File: config.mk
export PLATFORM = sky130hd
export DESIGN_NAME = mult18_share_arb
export DESIGN_NICKNAME = d
export VERILOG_FILES = /design/src/rtl/mult18_arb_pkg.sv /design/src/rtl/rr_arbiter.sv /design/src/rtl/mult18_share_arb.sv
export SDC_FILE = /design/constraint.sdc
export NUM_CORES = 1
export LEC_CHECK = 0
export ABC_AREA = 1
export BUFFER_PORTS_ARGS = -buffer_cell sky130_fd_sc_hd__buf_2
export CELL_PAD_IN_SITES_DETAIL_PLACEMENT = 1
export CELL_PAD_IN_SITES_GLOBAL_PLACEMENT = 1
export CORE_ASPECT_RATIO = 1.4
export CORE_MARGIN = 3
export CORE_UTILIZATION = 26
export CTS_CLUSTER_SIZE = 40
export DETAILED_ROUTE_END_ITERATION = 12
export PLACE_DENSITY_LB_ADDON = 0.15
export SYNTH_ARGS = -nofsm -noshare
export SYNTH_HDL_FRONTEND = slang
export SYNTH_SLANG_ARGS = --single-unit
File: constraint.sdc
create_clock -name clk_node -period 7.65 [get_ports clk_node]
set_clock_uncertainty 0.1 [all_clocks]
set_input_delay 0.765 -clock clk_node [delete_from_list [all_inputs] [get_ports clk_node]]
set_output_delay 0.765 -clock clk_node [all_outputs]
set_load 0.02 [all_outputs]
File: src/rtl/mult18_arb_pkg.sv
// Shared widths and shadow-pipeline payload for the shared 18x18 multiplier arbiter.
package mult18_arb_pkg;

  localparam int unsigned MUL_W    = 18;
  localparam int unsigned P_W      = 36;
  localparam int unsigned PIPE_LAT = 2;
  // Widest requester ID supported (NREQ up to 8).
  localparam int unsigned ID_MAX_W = 3;

  // One shadow stage: valid, owning requester, operand sign flags.
  typedef struct packed {
    logic                v;
    logic [ID_MAX_W-1:0] id;
    logic                sa;
    logic                sb;
  } shadow_t;

endpackage

File: src/rtl/rr_arbiter.sv
// Round-robin arbiter: first active request at or above the pointer, with wrap.
module rr_arbiter
  import mult18_arb_pkg::*;
#(
  parameter int unsigned NREQ = 4,
  parameter int unsigned IDW  = 2
) (
  input  logic [NREQ-1:0] req,
  input  logic [IDW-1:0]  ptr,
  output logic [NREQ-1:0] grant,
  output logic [IDW-1:0]  idx,
  output logic            found
);

  logic [IDW-1:0] cand;

  // Walk the requesters starting at the pointer; the first hit wins.
  always_comb begin
    grant = '0;
    idx   = '0;
    found = 1'b0;
    cand  = '0;
    for (int unsigned k = 0; k < NREQ; k++) begin
      cand = IDW'((32'(ptr) + k) % NREQ);
      if (!found && req[cand]) begin
        found       = 1'b1;
        grant[cand] = 1'b1;
        idx         = cand;
      end
    end
  end

endmodule

File: src/rtl/mult18_share_arb.sv
// Time-shares one registered 18x18 multiplier primitive among NREQ requesters.
// A two-stage shadow pipe carries valid/ID beside the primitive's A/B and P registers.
module mult18_share_arb
  import mult18_arb_pkg::*;
#(
  parameter int unsigned NREQ = 4,
  parameter int unsigned IDW  = 2
) (
  input  logic                  clk_node,
  input  logic                  rsta_asyn_n,
  input  logic                  flush,
  input  logic [NREQ-1:0]       req_valid,
  output logic [NREQ-1:0]       req_ready,
  input  logic [NREQ*MUL_W-1:0] req_a,
  input  logic [NREQ*MUL_W-1:0] req_b,
  input  logic [NREQ-1:0]       req_sa,
  input  logic [NREQ-1:0]       req_sb,
  output logic [MUL_W-1:0]      mul_a,
  output logic [MUL_W-1:0]      mul_b,
  output logic                  mul_signeda,
  output logic                  mul_signedb,
  output logic                  mul_cea,
  output logic                  mul_ceb,
  output logic                  mul_cepd,
  input  logic [P_W-1:0]        mul_p,
  output logic                  rsp_valid,
  output logic [IDW-1:0]        rsp_id,
  output logic [P_W-1:0]        rsp_p,
  input  logic                  rsp_ready
);

  shadow_t         s1;
  shadow_t         s2;
  logic [IDW-1:0]  ptr;
  logic [IDW-1:0]  gnt_idx;
  logic [NREQ-1:0] gnt;
  logic            gnt_any;
  logic            stall;
  logic            hs;
  logic            unused_s2;

  rr_arbiter #(
    .NREQ (NREQ),
    .IDW  (IDW)
  ) u_arb (
    .req   (req_valid),
    .ptr   (ptr),
    .grant (gnt),
    .idx   (gnt_idx),
    .found (gnt_any)
  );

  // Backpressure freezes the primitive registers and the shadow pipe together.
  assign stall = s2.v & ~rsp_ready;
  assign hs    = gnt_any & ~stall & ~flush;

  // Grant and operand mux; operands are zero when nothing is issued.
  assign req_ready = hs ? gnt : '0;
  assign mul_a     = hs ? req_a[MUL_W*gnt_idx +: MUL_W] : '0;
  assign mul_b     = hs ? req_b[MUL_W*gnt_idx +: MUL_W] : '0;

  // Sign flags follow the operands into the primitive's input register stage.
  assign mul_signeda = s1.sa;
  assign mul_signedb = s1.sb;
  assign mul_cea     = ~stall;
  assign mul_ceb     = ~stall;
  assign mul_cepd    = ~stall;

  assign rsp_valid = s2.v;
  assign rsp_id    = s2.id[IDW-1:0];
  assign rsp_p     = mul_p;

  // Stage 2 only needs valid and ID; its sign bits are never consumed.
  assign unused_s2 = ^{s2.sa, s2.sb, s2.id};

  // Pointer and shadow pipeline; flush clears in-flight work and the pointer.
  always_ff @(posedge clk_node or negedge rsta_asyn_n) begin
    if (!rsta_asyn_n) begin
      ptr <= '0;
      s1  <= '0;
      s2  <= '0;
    end else if (flush) begin
      ptr <= '0;
      s1  <= '0;
      s2  <= '0;
    end else if (!stall) begin
      s1 <= '{v:  hs,
              id: ID_MAX_W'(gnt_idx),
              sa: hs & req_sa[gnt_idx],
              sb: hs & req_sb[gnt_idx]};
      s2 <= '{v: s1.v, id: s1.id, sa: 1'b0, sb: 1'b0};
      if (hs) begin
        ptr <= (gnt_idx == IDW'(NREQ - 1)) ? '0 : gnt_idx + 1'b1;
      end
    end
  end

endmodule

## Word-level counts from Yosys, hierarchy flattened

Index checks and enable logic that the tools add are counted.

| cells by class | value |
|---|---|
| shifts and indexed selects | 2 |
| eq/ne operators | 2 |
| mux-type cells | 43 |
| bitwise logic cells | 11 |
| multipliers | 1 |
| reduce and logical (&&, ||, !) cells | 12 |
| $add $sub $neg | 4 |
| magnitude comparators | 9 |

Operators with widths:

| kind | number |
|---|---|
| $shiftx A72 B8 Y18 | 2 |
| $mux W18 | 2 |
| $mux W6 | 4 |
| $mux W4 | 5 |
| $mux W2 | 8 |
| $lt A2 B3 Y1 const B | 5 |
| $mux W1 | 14 |
| $bmux W1 S2 | 6 |
| $or A4 B4 Y4 | 3 |
| $demux W1 S2 | 4 |
| $ge A2 B1 Y1 const B | 4 |
| $logic_and A1 B1 Y1 | 7 |
| $mul A4 B2 Y6 const A | 1 |
| $and A1 B1 Y1 | 5 |
| $add A2 B1 Y2 const B | 2 |
| $add A2 B2 Y2 const B | 2 |
| $logic_not A1 Y1 | 3 |
| $not A1 Y1 | 3 |
| $eq A2 B2 Y1 const B | 1 |
| $ne A2 B2 Y1 const B | 1 |
| $reduce_and A2 Y1 | 1 |
| $reduce_bool A2 Y1 | 1 |

| storage, ports and cells | value |
|---|---|
| input bits | 196 |
| logic and storage cells | 91 |
| output and inout port bits | 84 |
| register bits | 11 |

## Depth between registers and ports, before layout

| depth | value |
|---|---|
| depth after elaboration | 17 |
| mapped depth | 15 |
| gate-level depth less buffers | 12 |

## Hierarchy

From an unflattened synthesis, not the netlist that was laid out.

| unflattened totals | value |
|---|---|
| cells, all modules | 571 |
| area, all modules | 2849.0 um2 |

By module, submodules not included:

| module | seq. area each (um2) | instances | cells an instance | area an instance (um2) |
|---|---|---|---|---|
| mult18_share_arb | 250.2 | 1 | 497 | 2408.6 |
| rr_arbiter | 0.0 | 1 | 74 | 440.4 |

## Worst setup path before layout

Ideal clock, no wire load.

| path | value |
|---|---|
| path kind | reg-to-output |
| from | register ptr[0] |
| to | output port mul_a[10] |
| data arrival time | 2.301 ns |
| buffers on the path | 3 |
| data required time | 6.785 ns |
| cell stages (with the launch flop) | 15 |
| setup slack | 4.484 ns |
| cell sequence | dfrtp_1 -> buf_6 -> inv_6 -> ha_1 -> inv_1 -> nand3_1 -> nand2_2 -> a21oi_1 -> nand2_1 -> nand3_2 -> buf_4 -> buf_4 -> nand2_1 -> nand3_1 -> a21oi_1 |

| between the ends | value |
|---|---|
| word-level cells in the longest chain between the ends | 15 |
| elaborated cells between the ends (all ways) | 30 |
| those cells by class | add/sub: 3; mul: 1; shift: 1; mux: 17; bitwise: 2; reduce/logical: 6 |

Ends and longest elaborated chain:

| element | line | source |
|---|---|---|
| from (decl) | mult18_share_arb.sv:34 | `logic [IDW-1:0] ptr;` |
| from (signal assigned) | mult18_share_arb.sv:93 | `ptr <= (gnt_idx == IDW'(NREQ - 1)) ? '0 : gnt_idx + 1'b1;` |
| branches (longest 14 deep; another with $mul A4 B2 Y6) | - |  |
| $mux W18 * | mult18_share_arb.sv:59 | `assign mul_a = hs ? req_a[MUL_W*gnt_idx +: MUL_W] : '0;` |
| to (decl) | mult18_share_arb.sv:18 | `output logic [MUL_W-1:0] mul_a,` |

Mark *: on every way between the ends. The select of a mux whose other input is x is not followed.

## Worst setup path in the final report

| path | value |
|---|---|
| from | register ptr[0] |
| to | output port mul_b[15] |

| between the ends | value |
|---|---|
| word-level cells in the longest chain between the ends | 15 |
| elaborated cells between the ends (all ways) | 30 |
| those cells by class | add/sub: 3; mul: 1; shift: 1; mux: 17; bitwise: 2; reduce/logical: 6 |

Ends and longest elaborated chain:

| element | line | source |
|---|---|---|
| branches (longest 14 deep; another with $mul A4 B2 Y6) | - |  |
| $mux W18 * | mult18_share_arb.sv:60 | `assign mul_b = hs ? req_b[MUL_W*gnt_idx +: MUL_W] : '0;` |
| to (decl) | mult18_share_arb.sv:19 | `output logic [MUL_W-1:0] mul_b,` |

Marks and branches as above.

==> results.md <==
| Metric | This run | Unit |
|:---|:---|:---|
| Outcome | complete, no violations | - |
| TritonCTS clock tree | built | - |
| Achievable frequency | 185 | MHz |
| Post-route worst hold slack | 0.281 | ns |
| Fill cells | 1763 | - |
| Post-detailed-route via-to-cell ratio | 4.86 | - |
| Post-detailed-route DRC marker count | 0 | - |
| Synth warnings | 0 | - |
| Post-detailed-route count of antenna-violating nets | 0 | - |
| Final Hold Vio Count | 0 | - |
| Gr usage total | 20.0 | % |
| Wirelength per Cell | 16.8 | um |
| Root Driver | sky130_fd_sc_hd__clkbuf_16 | - |
| Pin count of the biggest net entering global routing | 80 | - |
| Hpwl dp | 11400 | um |
| Leading cell types by total area after synthesis | sky130_fd_sc_hd__nand3_1, sky130_fd_sc_hd__inv_1, sky130_fd_sc_hd__nand2_1, sky130_fd_sc_hd__buf_4, sky130_fd_sc_hd__nand3b_1 | - |
| Area growth from synthesis to layout | 25.3 | % |
| Total of max-cap violations | 0 | - |
| Total number of placement rows | 48 | - |
| Clock-pin slew reported for the worst setup and hold paths after clock tree synthesis | 0.04 | ns |
| Overall die height | 139 | um |
| Number of hold buffers added after cts | 0 | - |
| Critical path's most frequent cell | sky130_fd_sc_hd__nand2_1 | - |
| Cell type with the largest total area after synthesis | sky130_fd_sc_hd__nand3_1 | - |
| First-pass GRT wire length | 23000 | um |
| Overall via count from detail_route | 4258 | - |
| Clk buf depth | 2 | - |
| Sequential cell area | 250 | um2 |
| Setup bufs post-CTS | 0 | - |
| Number of top-level pins | 280 | - |
| Most frequent cells in the layout | sky130_fd_sc_hd__buf_2, sky130_fd_sc_hd__inv_1, sky130_fd_sc_hd__nand3_1 | - |
| Overall die area | 14100 | um2 |
| Final setup violation count | 0 | - |
| Synthesized netlist cell count | 588 | - |
| Class of the most critical hold timing path | in2async | - |
| Total Routed Length | 14800 | um |
| Cell chain of the critical path | inv_6 > ha_1 > inv_1 > nand2_1 > nand2_1 > nor2_4 > nand3_4 > nand3_2 > buf_4 > nand2_1 > nand3_1 > a21oi_1 > buf_2 | - |
| Crit path largest cell delay | 0.75 | ns |
| Area share of the leading cell type in the synthesized netlist | 18.5 | % |
| Bufs and invs on worst path | 4 | - |
| Sort of element at the end of the critical path | output port | - |
| Number of library cell types mapped by synthesis | 32 | - |
| Path type of the worst setup path | reg2out | - |
| Arrival @ worst endpoint | 4.55 | ns |
| CP max stage cell | sky130_fd_sc_hd__nand3_2 | - |
| Final weighted congestion in routability-driven placement | 0.806 | - |
| Total count of max-transition violations in the final report | 0 | - |
| Width of the die | 101 | um |
| Core Footprint | 12400 | um2 |
| RSZ-0062 raised after global routing | no | - |
| Crit share post-route | 70.8 | % |
| Number of H-tree levels | 1 | - |
| Worst slew slack as a fraction of its limit | 23.2 | % |
| Worst-case vdd ir drop | 0.000235 | V |
| Number of violations reported at the end of detailed-routing iteration 0 | 151 | - |
| Static Leak | 2.60 | nW |
| Worst-path fanout max | 79 | - |
| Aggregate negative setup slack | 0 | ns |
| Fraction of registers with async set/reset | 100 | % |
| Clk sinks | 10 | - |
| Post-layout minimum cycle time | 5.42 | ns |
| Number of gates given a new drive strength after cts | 0 | - |
| Area of combinational cells with multiple inputs | 2070 | um2 |
| Buffers on Ports | 207 | - |
| Number of buffers created by CTS | 3 | - |
| Seq cells post-synth | 10 | - |
| Pre-antenna DRT Iters | 5 | - |
| CP delay by family, top | simple AND/OR/NAND/NOR gates | - |
| Cell Pwr Density | 457 | nW/um2 |
| Most frequently used flop master after synthesis | sky130_fd_sc_hd__dfrtp_1 | - |
| Clock latency of the later-clocked register in the worst-skew pair | 0.24 | ns |
| GR Overflow Total | 0 | - |
| Part of the Yosys area used for sequential elements | 7.57 | % |
| Least-Margin Pin Slew | 1.15 | ns |
| Antenna violations before repair | 1 | - |
| Initial standard-cell utilization of the core | 26.7 | % |
| Via count of the first global-routing pass | 4495 | - |
| Cell area after technology mapping | 3310 | um2 |
| Post-synthesis net count | 793 | - |
| Mean Syn Cell Area | 5.62 | um2 |
| Nets | 932 | - |
| Fraction of layout instances using a drive strength above 1 | 35.1 | % |
| Critical Path Source Type | register | - |
| Leading cell type in the layout, fill and taps excluded | sky130_fd_sc_hd__buf_2 | - |
| Number of flops mapped to enable cells by yosys | 0 | - |
| Data required time of the worst path | 6.78 | ns |
## power by group
group	switching, mW	internal [mW]	total [mW]
Clock	0.0288	0.0790	0.108
Combinational	1.18	0.519	1.70
Sequential	0.0197	0.0707	0.0904
Total	1.23	0.668	1.89
## flip-flops by register name, indices dropped and copies added (netlist names)
name         cells
rsp_id           2
mul_signedb      1
s1               3
ptr              2
rsp_valid        1
mul_signeda      1
## cell families (layout without fill, tap and decap cells)
| logic type | Yosys count | count (layout) | share of synthesized area, % |
|---|---|---|---|
| AND/OR/NAND/NOR | 311 | 311 | 48.9 |
| buffers and inverters | 206 | 344 | 30.4 |
| AO/OA/AOI/OAI | 52 | 52 | 9.69 |
| flip-flops | 10 | 10 | 7.57 |
| adder cells (fa/ha/maj) | 9 | 9 | 3.41 |
| other | 0 | 1 | 0 |
## cell type report
cell class	instances	share of cell area, %
multi-input combinational	372	49.9
clock buffer	4	2.14
timing repair buffer	209	25.4
antenna	1	0.0604
sequential	10	6.04
inverter	131	12.0
tap	150	4.53
## final timing paths
| kind | depth (start not counted) | slack [ns] | to | start |
|---|---|---|---|---|
| worst min-delay path | 1 | 0.28 | mul_signedb | rsta_asyn_n |
| min in group clk_node | 2 | 0.39 | rsp_id[0] | rsp_id[0] |
| max in group asynchronous | 1 | 6.97 | rsp_id[0] | rsta_asyn_n |
| worst max register to register | 12 | 3.10 | ptr[0] | ptr[0] |
| worst max-delay path | 13 | 2.23 | mul_b[15] | ptr[0] |
| worst min register to register | 2 | 0.39 | rsp_id[0] | rsp_id[0] |
## synthesized netlist by cell type, types with 2 or more instances
master                     number
sky130_fd_sc_hd__o21ai_0        5
sky130_fd_sc_hd__buf_2         14
sky130_fd_sc_hd__a22oi_1        3
sky130_fd_sc_hd__a21oi_2       10
sky130_fd_sc_hd__clkbuf_1       7
sky130_fd_sc_hd__nand3b_1      36
sky130_fd_sc_hd__nand3_1      122
sky130_fd_sc_hd__nand2_1      122
sky130_fd_sc_hd__ha_1           9
sky130_fd_sc_hd__buf_4         50
sky130_fd_sc_hd__nor2_1         4
sky130_fd_sc_hd__dfrtp_1       10
sky130_fd_sc_hd__nand4_1        2
sky130_fd_sc_hd__nand3_4        2
sky130_fd_sc_hd__a21oi_1       28
sky130_fd_sc_hd__buf_6          3
sky130_fd_sc_hd__inv_1        127
sky130_fd_sc_hd__nand2_2        6
sky130_fd_sc_hd__nand3_2       13
sky130_fd_sc_hd__inv_2          3
## per-layer routing
layer	part of all wire (%)	global-route usage [%]	wire (um)
met1	38	22.2	5590
met5	0	0	0
met4	3.8	7.77	554
met3	4.4	1.60	649
met2	54	38.1	7960
## stage by stage
step	setup slack, ns	std cells	util (%)	area (um2)	power, mW
after floorplan	4.48	588	-	3310	1.44
after global placement	2.71	872	32.7	4050	1.77
after detailed placement	2.48	872	32.7	4050	1.81
after CTS	2.22	876	33.5	4140	1.93
after global routing	1.82	877	33.5	4140	2.11
final	2.23	877	33.5	4140	1.89
Note: power is estimated with default switching activity, not from simulation.
